--- config.mk ---
export PLATFORM = sky130hd
export DESIGN_NAME = target_sequencer
export DESIGN_NICKNAME = d
export VERILOG_FILES = /design/src/rtl/target_sequencer.sv
export SDC_FILE = /design/constraint.sdc
export NUM_CORES = 1
export LEC_CHECK = 0
export CAP_MARGIN = 20
export CELL_PAD_IN_SITES_DETAIL_PLACEMENT = 1
export CELL_PAD_IN_SITES_GLOBAL_PLACEMENT = 2
export CORE_MARGIN = 4
export CORE_UTILIZATION = 33
export DETAILED_ROUTE_END_ITERATION = 6
export PLACE_DENSITY = 0.86
export SLEW_MARGIN = 20
export SYNTH_ARGS = -nofsm -noshare
export SYNTH_HDL_FRONTEND = slang
export SYNTH_SLANG_ARGS = --single-unit
--- constraint.sdc ---
create_clock -name clk -period 2.22 [get_ports clk]
set_input_delay 0.444 -clock clk [delete_from_list [all_inputs] [get_ports clk]]
set_output_delay 0.444 -clock clk [all_outputs]
set_load 0.03 [all_outputs]
--- src/rtl/target_sequencer.sv ---
// target_sequencer: runs one shooting round (random target pick, LED drive, LDR debounce,
// timeout, hit/miss scoring). Define SPEEDUP_EN to shrink the per-target time limit after each hit.
module target_sequencer #(
  parameter int         N_TARGETS = 7,
  parameter int         ROUND_LEN = 11,
  parameter int         TIMEOUT   = 15000,
  parameter int         DEBOUNCE  = 4,
  parameter int         HOME_IDX  = 3,
  parameter logic [7:0] SEED      = 8'hA5
) (
  input  logic                 clk,
  input  logic                 rst,
  input  logic                 tick,
  input  logic                 start,
  input  logic [N_TARGETS-1:0] ldr_sensors,
  output logic [N_TARGETS-1:0] leds_r,
  output logic [2:0]           target_idx,
  output logic                 hit_pulse,
  output logic                 miss_pulse,
  output logic [3:0]           score,
  output logic                 busy,
  output logic                 round_done
);

  localparam int TMO_W = (TIMEOUT > 1) ? $clog2(TIMEOUT) : 1;
  localparam int DEB_W = $clog2(DEBOUNCE + 1);

  localparam logic [TMO_W-1:0]     TMO_ONE   = TMO_W'(1);
  localparam logic [DEB_W-1:0]     DEB_ONE   = DEB_W'(1);
  localparam logic [DEB_W-1:0]     DEB_HIT   = DEB_W'(DEBOUNCE - 1);
  localparam logic [N_TARGETS-1:0] HOME_LEDS = N_TARGETS'(1) << HOME_IDX;
  localparam logic [2:0]           HOME_I    = 3'(HOME_IDX);
  localparam logic [3:0]           REM_INIT  = 4'(ROUND_LEN);

  typedef enum logic [2:0] {
    S_IDLE,
    S_ARM,
    S_SHOW,
    S_RELEASE,
    S_DONE
  } state_t;

  state_t           state;
  logic [7:0]       lfsr;
  logic [2:0]       prev;
  logic [TMO_W-1:0] tmo;
  logic [DEB_W-1:0] deb;
  logic [3:0]       remaining;

  logic [TMO_W-1:0] tmo_last;
  logic [2:0]       cand_mod;
  logic [2:0]       prev_next;
  logic [2:0]       cand;
  logic             tgt_low;
  logic             rel_high;
  logic             show_hit;
  logic             show_miss;

`ifdef SPEEDUP_EN
  localparam int LIM_W = $clog2(TIMEOUT + 1);
  localparam logic [LIM_W-1:0] LIM_INIT  = LIM_W'(TIMEOUT);
  localparam logic [LIM_W-1:0] LIM_STEP  = LIM_W'(TIMEOUT / 16);
  localparam logic [LIM_W-1:0] LIM_FLOOR = LIM_W'(TIMEOUT / 4);
  localparam logic [LIM_W-1:0] LIM_ONE   = LIM_W'(1);

  logic [LIM_W-1:0] lim;
  logic [LIM_W-1:0] lim_after_hit;

  // Each hit shortens the limit for later targets, never below a quarter of TIMEOUT.
  always_comb begin
    lim_after_hit = (lim < LIM_FLOOR + LIM_STEP) ? LIM_FLOOR : lim - LIM_STEP;
    tmo_last      = TMO_W'(lim - LIM_ONE);
  end

  always_ff @(posedge clk or negedge rst) begin
    if (!rst) begin
      lim <= LIM_INIT;
    end else if (state == S_IDLE && start) begin
      lim <= LIM_INIT;
    end else if (show_hit) begin
      lim <= lim_after_hit;
    end
  end
`else
  always_comb begin
    tmo_last = TMO_W'(TIMEOUT - 1);
  end
`endif

  // Modulo equals the single subtract for N_TARGETS>=4 and stays in range for smaller counts.
  always_comb begin
    cand_mod  = 3'(int'(lfsr[2:0]) % N_TARGETS);
    prev_next = (int'(prev) + 1 >= N_TARGETS) ? 3'd0 : prev + 3'd1;
    cand      = (cand_mod == prev) ? prev_next : cand_mod;
    tgt_low   = ~ldr_sensors[target_idx];
    rel_high  = ldr_sensors[prev];
    show_hit  = (state == S_SHOW) && tick && tgt_low && (deb == DEB_HIT);
    show_miss = (state == S_SHOW) && tick && !show_hit && (tmo == tmo_last);
  end

  // Free-running so the pick depends on when the player starts and releases.
  always_ff @(posedge clk or negedge rst) begin
    if (!rst) begin
      lfsr <= SEED;
    end else begin
      lfsr <= {lfsr[6:0], lfsr[7] ^ lfsr[5] ^ lfsr[4] ^ lfsr[3]};
    end
  end

  always_ff @(posedge clk or negedge rst) begin
    if (!rst) begin
      state      <= S_IDLE;
      leds_r     <= HOME_LEDS;
      target_idx <= HOME_I;
      prev       <= HOME_I;
      score      <= '0;
      busy       <= 1'b0;
      hit_pulse  <= 1'b0;
      miss_pulse <= 1'b0;
      round_done <= 1'b0;
      tmo        <= '0;
      deb        <= '0;
      remaining  <= '0;
    end else begin
      hit_pulse  <= 1'b0;
      miss_pulse <= 1'b0;
      round_done <= 1'b0;
      case (state)
        S_IDLE: begin
          if (start) begin
            score     <= '0;
            remaining <= REM_INIT;
            busy      <= 1'b1;
            state     <= S_ARM;
          end
        end
        S_ARM: begin
          target_idx <= cand;
          prev       <= cand;
          leds_r     <= N_TARGETS'(1) << cand;
          tmo        <= '0;
          deb        <= '0;
          state      <= S_SHOW;
        end
        S_SHOW: begin
          if (show_hit || show_miss) begin
            hit_pulse  <= show_hit;
            miss_pulse <= show_miss;
            if (show_hit && score != 4'hF) begin
              score <= score + 4'd1;
            end
            remaining <= remaining - 4'd1;
            leds_r    <= '0;
            deb       <= '0;
            state     <= S_RELEASE;
          end else if (tick) begin
            deb <= tgt_low ? deb + DEB_ONE : '0;
            if (tmo != tmo_last) begin
              tmo <= tmo + TMO_ONE;
            end
          end
        end
        // A beam still held on the old target must clear before the next one is armed.
        S_RELEASE: begin
          if (tick) begin
            if (!rel_high) begin
              deb <= '0;
            end else if (deb == DEB_HIT) begin
              deb <= '0;
              if (remaining == 4'd0) begin
                leds_r     <= '1;
                round_done <= 1'b1;
                busy       <= 1'b0;
                state      <= S_DONE;
              end else begin
                state <= S_ARM;
              end
            end else begin
              deb <= deb + DEB_ONE;
            end
          end
        end
        S_DONE: begin
          leds_r     <= HOME_LEDS;
          target_idx <= HOME_I;
          state      <= S_IDLE;
        end
        default: begin
          state <= S_IDLE;
        end
      endcase
    end
  end

  hit_miss_excl: assert property (@(posedge clk) disable iff (!rst) !(hit_pulse && miss_pulse));
  idx_in_range:  assert property (@(posedge clk) disable iff (!rst) int'(target_idx) < N_TARGETS);
  done_not_busy: assert property (@(posedge clk) disable iff (!rst) round_done |-> !busy);
  show_onehot:   assert property (@(posedge clk) disable iff (!rst) (state == S_SHOW) |-> $onehot(leds_r));

endmodule
# After elaboration in Yosys (flattened, before gate mapping)
# Index checks and enable logic that the tools add are counted.
# word_totals
reg_bits,53
inputBits,11
out_inout_bits,18
elab_cells,124
# classes
add_sub_neg,6
div_mod_pow,1
order_cmp,3
eq_ne,20
shifts,1
muxes,53
bitwise,4
reduce_logical,23
# ops
cell,count
2-to-1 mux 14 bit,3
2-to-1 mux 3 bit,14
2-to-1 mux 7 bit,5
modulo 4 x 4 -> 32 bit (second input constant),1
case mux 14 bit (2 select lines),1
case mux 7 bit (4 select lines),1
2-to-1 mux 4 bit,5
2-to-1 mux 1 bit,16
case mux 4 bit (2 select lines),2
adder 14 x 1 -> 14 bit (second input constant),1
== test 14 bit (second input constant),1
inequality test 14 bit (second input constant),1
inequality test 2 bit (second input constant),7
case mux 3 bit (4 select lines),1
AND reduction 6 bit,2
== test 3 x 2 -> 1 bit (second input constant),3
case mux 3 bit (3 select lines),1
< comparator 3 x 4 -> 1 bit (second input constant),2
AND reduction 4 bit,2
nonzero test 2 bit,4
<< shifter 1 x 3 -> 7 bit (first input constant),1
adder 3 x 1 -> 3 bit (second input constant),2
binary-select mux 1 bit (select 3 bit),2
logical AND 1 bit,6
22 further kinds,27

# Logic depth before layout (Yosys ltp)
# depth
ltp_word,11
ltp_mapped,8
mapped_depth_nobuf,8

# Worst setup path before layout
# Ideal clock, no wire load.
# synth_path
path_kind,reg2reg
from,register lfsr[0]
to,register leds_r[6]
setup_time_ps,65
arrival_ps,2072
required_time_ps,2155
path_slack_ps,83
path_stages_with_launch,8
n_path_buf,0
period_less_slack_ps,2137
path_cell_list,dfstp_2 -> ha_1 -> xor2_1 -> nor3_1 -> o21ai_2 -> mux2_4 -> nor4_1 -> o22a_1
# synth_between
elab_chain_cells,5
# synth_rtl
item,line,source
from (decl),44,logic [7:0] lfsr;
from (signal assigned),106,"lfsr <= {lfsr[6:0], lfsr[7] ^ lfsr[5] ^ lfsr[4] ^ lfsr[3]};"
modulo 4 x 4 -> 32 bit (*),92,cand_mod = 3'(int'(lfsr[2:0]) % N_TARGETS);
== test 3 bit,94,cand = (cand_mod == prev) ? prev_next : cand_mod;
2-to-1 mux 3 bit (*),94,
<< shifter 1 x 3 -> 7 bit (*),140,leds_r <= N_TARGETS'(1) << cand;
case mux 7 bit (4 select lines) (*),128,case (state)
to (signal assigned),140,
to (decl),16,"output logic [N_TARGETS-1:0] leds_r,"
# Every way passes the cells marked *; elsewhere a longest branch is shown, timed or not.
# A chain may end at the register's enable or synchronous reset.

# Worst setup path after layout
# Ends and elaborated chain as after synthesis.

==> results.md <==
Timing:
- In this run the tightest slew margin relative to its limit is 0.597.
- Setup repair after global routing could not meet its margin everywhere.
- The final count of pins violating max slew is 0.
- For this run, the top clock speed supported by timing is 464 MHz.
- The setup TNS after final layout is 0 ns.
- Setup violations remaining at the end of the flow were counted as 0.
- Of the available clock period, the critical path in the final layout requires 0.970.
- The post-route clock skew is 0.0204 ns.
- For the pin with the worst max-slew slack, the measured transition is 0.605 ns.
- For the finished layout, the period the worst path requires is 2.15 ns.
- The number of hold-slack violations in the final timing report is 0.
- Once routing completed, OpenROAD measured the worst setup slack at 0.0665 ns.

Logic synthesis:
- The fraction of synthesized cell area taken by the top area cell type is 0.362.
- The flip-flop and latch count after synthesis is 53.
- The most instantiated library cell after synthesis is sky130_fd_sc_hd__dfrtp_1.
- After synthesis, the cell types taking the most area are sky130_fd_sc_hd__dfrtp_1, sky130_fd_sc_hd__dfstp_2, sky130_fd_sc_hd__nand2_1, sky130_fd_sc_hd__ha_1, sky130_fd_sc_hd__mux2i_1.
- Synthesis instantiated 68 different standard cells from the library.
- The library cell occupying the most area in the post-synthesis netlist is sky130_fd_sc_hd__dfrtp_1.
- The sequential share of the synthesized area is 0.439.
- After synthesis the cells add up to 3050 um2.
- Among all flip-flop cells after synthesis, the most frequent one is sky130_fd_sc_hd__dfrtp_1.
- For this run, the number of Yosys warnings is 0.
- The mean instance size in the synthesized netlist is 10.1 um2.
- Ranked by instance count, the synthesized netlist is headed by sky130_fd_sc_hd__dfrtp_1, sky130_fd_sc_hd__nand2_1, sky130_fd_sc_hd__nor2_1, sky130_fd_sc_hd__a21oi_1, sky130_fd_sc_hd__inv_1.
- The proportion of synthesized flip-flops having asynchronous set or reset is 1.00.
- The post-synth net total is 324.
- The synthesized design contains 0 enable-type register cells.
- The count of mapped cells out of synthesis is 303.

CTS:
- TritonCTS built the clock tree.
- The maximum count of clock buffers along a single path is 2.
- The number of clock buffers added by TritonCTS is 5.
- At the later pin of the worst-skew pair, clock insertion delay measures 0.32 ns.
- After clock tree synthesis, the clock-pin slew on the worst setup and hold paths is 0.11 ns.
- Clock tree synthesis found a total of 53 sinks.
- In this run the number of H-tree levels came out at 2.
- The count of hold-fix buffers inserted at cts is 0.
- The tree is rooted in a sky130_fd_sc_hd__clkbuf_8.

Layout:
- The final layout contains 396 nets.
- The area growth from synthesis to final layout is 31.1%.
- The repair_antennas step left the layout with diodes totalling 0.
- The share of cells above drive strength 1 is 0.271.

Power:
- The proportion of power drawn by combinational gates is 0.479.
- The switching share of total power is 0.404.
- The sequential share of power is 0.378.
- The internal portion of the total power is 2470 uW.
- The power per unit of standard cell area is 1040 nW/um2.
- The analysis attributes to net switching a power of 1670 uW.
- The share of total power in the clock network is 0.144.
- IR analysis of the VDD net gives a maximum drop of 0.589 mV.
- Summed over all cells, the static leakage comes to 0.00178 uW.

Setup path:
- The worst setup path is of the flip-flop to flip-flop kind.
- The category of the worst setup path launch point is a flip-flop.
- The number of buffer and inverter stages on the critical path is 1.
- The data required time of the critical path is 2.46 ns.
- The number of cells on the worst reg-to-reg path is 8.
- Data on the critical path arrives at its endpoint at 2.40 ns.
- The maximum cell stage delay along the critical path is 0.57 ns.
- The critical path goes through ha_4 -> xor2_2 -> nor3_4 -> o21ai_4 -> mux2i_4 -> buf_6 -> nor4_4 -> o22a_1.
- STA classifies the critical path endpoint as a flip-flop.
- Of all nets on the critical path, the largest fanout is 4.
- The critical path crosses 8 cells after its start point.
- The largest delay contributor family on the critical path is flip-flops.
- The slowest stage of the critical path belongs to the cell sky130_fd_sc_hd__dfstp_2.

Detailed routing:
- The detailed-route via count is 2614.
- The routed wire length is 8.31 mm.
- The number of remaining DRC errors is 0.
- The first TritonRoute pass finished after 4 iterations.
- In the routed layout, each cell is associated on average with a via count of 5.40.
- The number of DRC markers after the initial detailed-route iteration is 67.
- The remaining antenna violation count is 0.
- After detailed routing, the average wire length per cell comes to 17.2 um.

Placed design:
- The count of buffers added on input and output ports is 28.
- The congestion estimate from routability-driven global placement came to 0.811.
- The HPWL after detailed placement is 6.22 mm.
- At the placement stage, the worst setup path has a slack of -0.237 ns.

Die:
- The die width is 104 um.
- The die is 104 um tall.
- The starting density of the core is 0.344.
- The total area inside the core boundary comes to 8850 um2.
- The die covers 10800 um2.
- Row generation in the floorplan step produced 34 rows.
- In this run the count of I/O pins placed on the die edge is 29.

Run:
- The max-cap violation count is 0.

GRT:
- The overall track demand over capacity in global routing is 0.155.
- The total congestion overflow after global routing is 0.
- The via count of the first global-routing pass is 2812.
- The largest net degree at the start of global routing is 30.
- The first global-routing pass estimated 13.9 mm of wire.
- The number of antenna violations at the first check in global routing was 0.

Run status:
- The flow ran to the end, and the final reports show no timing, DRC or antenna violations.

Worst hold path:
- The path class of the tightest hold or removal check is input pin to asynchronous set/reset pin.
-- cells by family after synthesis --
group           count (synthesis)  share of synthesized area
simple gates                  121                      0.225
compound gates                 71                      0.172
flops                          53                      0.439
buf+inv                        25                     0.0394
mux                            13                     0.0501
xor+xnor                       10                     0.0333
fa+ha+maj                      10                     0.0411
-- what timing repair did --
item / CTS / global route
buffers inserted: 2 / 5
setup endpoints to repair: 9 / 19
resized for setup: 8 / 16
hold endpoints to repair: 0 / 0
pin swaps: 5 / 7
-- per-layer routing --
metal  vias to the layer above  track usage  routed length [um]
met5                         -            0                   0
met4                         0       0.0370                  91
met3                        12       0.0242                 206
met2                        37        0.271                4150
met1                      1310        0.202                3860
li1                       1255            -                   -
-- flip-flops by register name (all words and copies together) (netlist names) --
register,flops
tmo,14
hit_pulse,1
remaining,4
round_done,1
prev,3
deb,3
target_idx,3
miss_pulse,1
state,3
score,4
leds_r,7
busy,1
lfsr,8
-- placed cells by master, fill, tap and decap left out, drive strengths merged, types with 7 or more instances in the layout --
master,synthesis,final
buf,7,49
o21ai,12,12
nand4,8,8
inv,14,14
nor3,7,7
a21oi,14,14
nand2,36,36
clkdlybuf4s50,0,25
and3,8,8
dfstp,9,9
nor2,17,17
ha,10,10
o22a,7,7
mux2i,10,10
dfrtp,44,44
-- per-stage QoR --
step           cells  hold slack [ns]  instance area [um2]  total power, uW   util
3_5_place_dp     469            0.342                 3720             3410  0.421
3_3_place_gp     469            0.336                 3720             3310  0.421
6_report         484            0.118                 3990             4140  0.451
4_1_cts          479            0.129                 3890             4090  0.440
2_1_floorplan    303            0.148                 3050             2680      -
5_1_grt          484            0.148                 3990             4450  0.451
-- power by group through the flow --
stage | combinational (uW) | sequential [uW] | clock, uW
after CTS | 1910 | 1560 | 619
after detailed placement | 1840 | 1580 | 0
final | 1980 | 1560 | 595
after global placement | 1760 | 1560 | 0
after floorplan | 1090 | 1590 | 0
after global routing | 2180 | 1610 | 659
-- cell type report --
cell class	instances	area [um2]
Clock buffer	6	82.6
Clock inverter	2	13.8
Fill cell	990	4860
Inverter	14	52.6
Multi-Input combinational cell	225	1700
Sequential cell	53	1340
Tap cell	108	135
Timing Repair Buffer	76	669
-- path summary, 6_finish.rpt --
path,start,endpoint,slack (ns)
worst max-delay path,lfsr[0]$_DFF_PN1_,leds_r[6]$_DFFE_PN0P_,0.07
worst min-delay path,rst,score[2]$_DFFE_PN0P_,0.12
worst max register to register,lfsr[0]$_DFF_PN1_,leds_r[6]$_DFFE_PN0P_,0.07
worst min register to register,lfsr[6]$_DFF_PN0_,lfsr[7]$_DFF_PN1_,0.37
max in group asynchronous,rst,remaining[0]$_DFFE_PN0P_,1.51
min in group clk,lfsr[6]$_DFF_PN0_,lfsr[7]$_DFF_PN1_,0.37
-- worst reg2reg max path, delay by kind of cell (launching register included) --
family                   cells  cell delay (ns)
XOR/XNOR                     1             0.15
flip-flops                   1             0.57
multiplexers                 1             0.22
buffers and inverters        1             0.15
adder cells (fa/ha/maj)      1             0.21
AO/OA/AOI/OAI                2             0.28
AND/OR/NAND/NOR              2             0.50
Note: power is estimated with default switching activity, not from simulation.
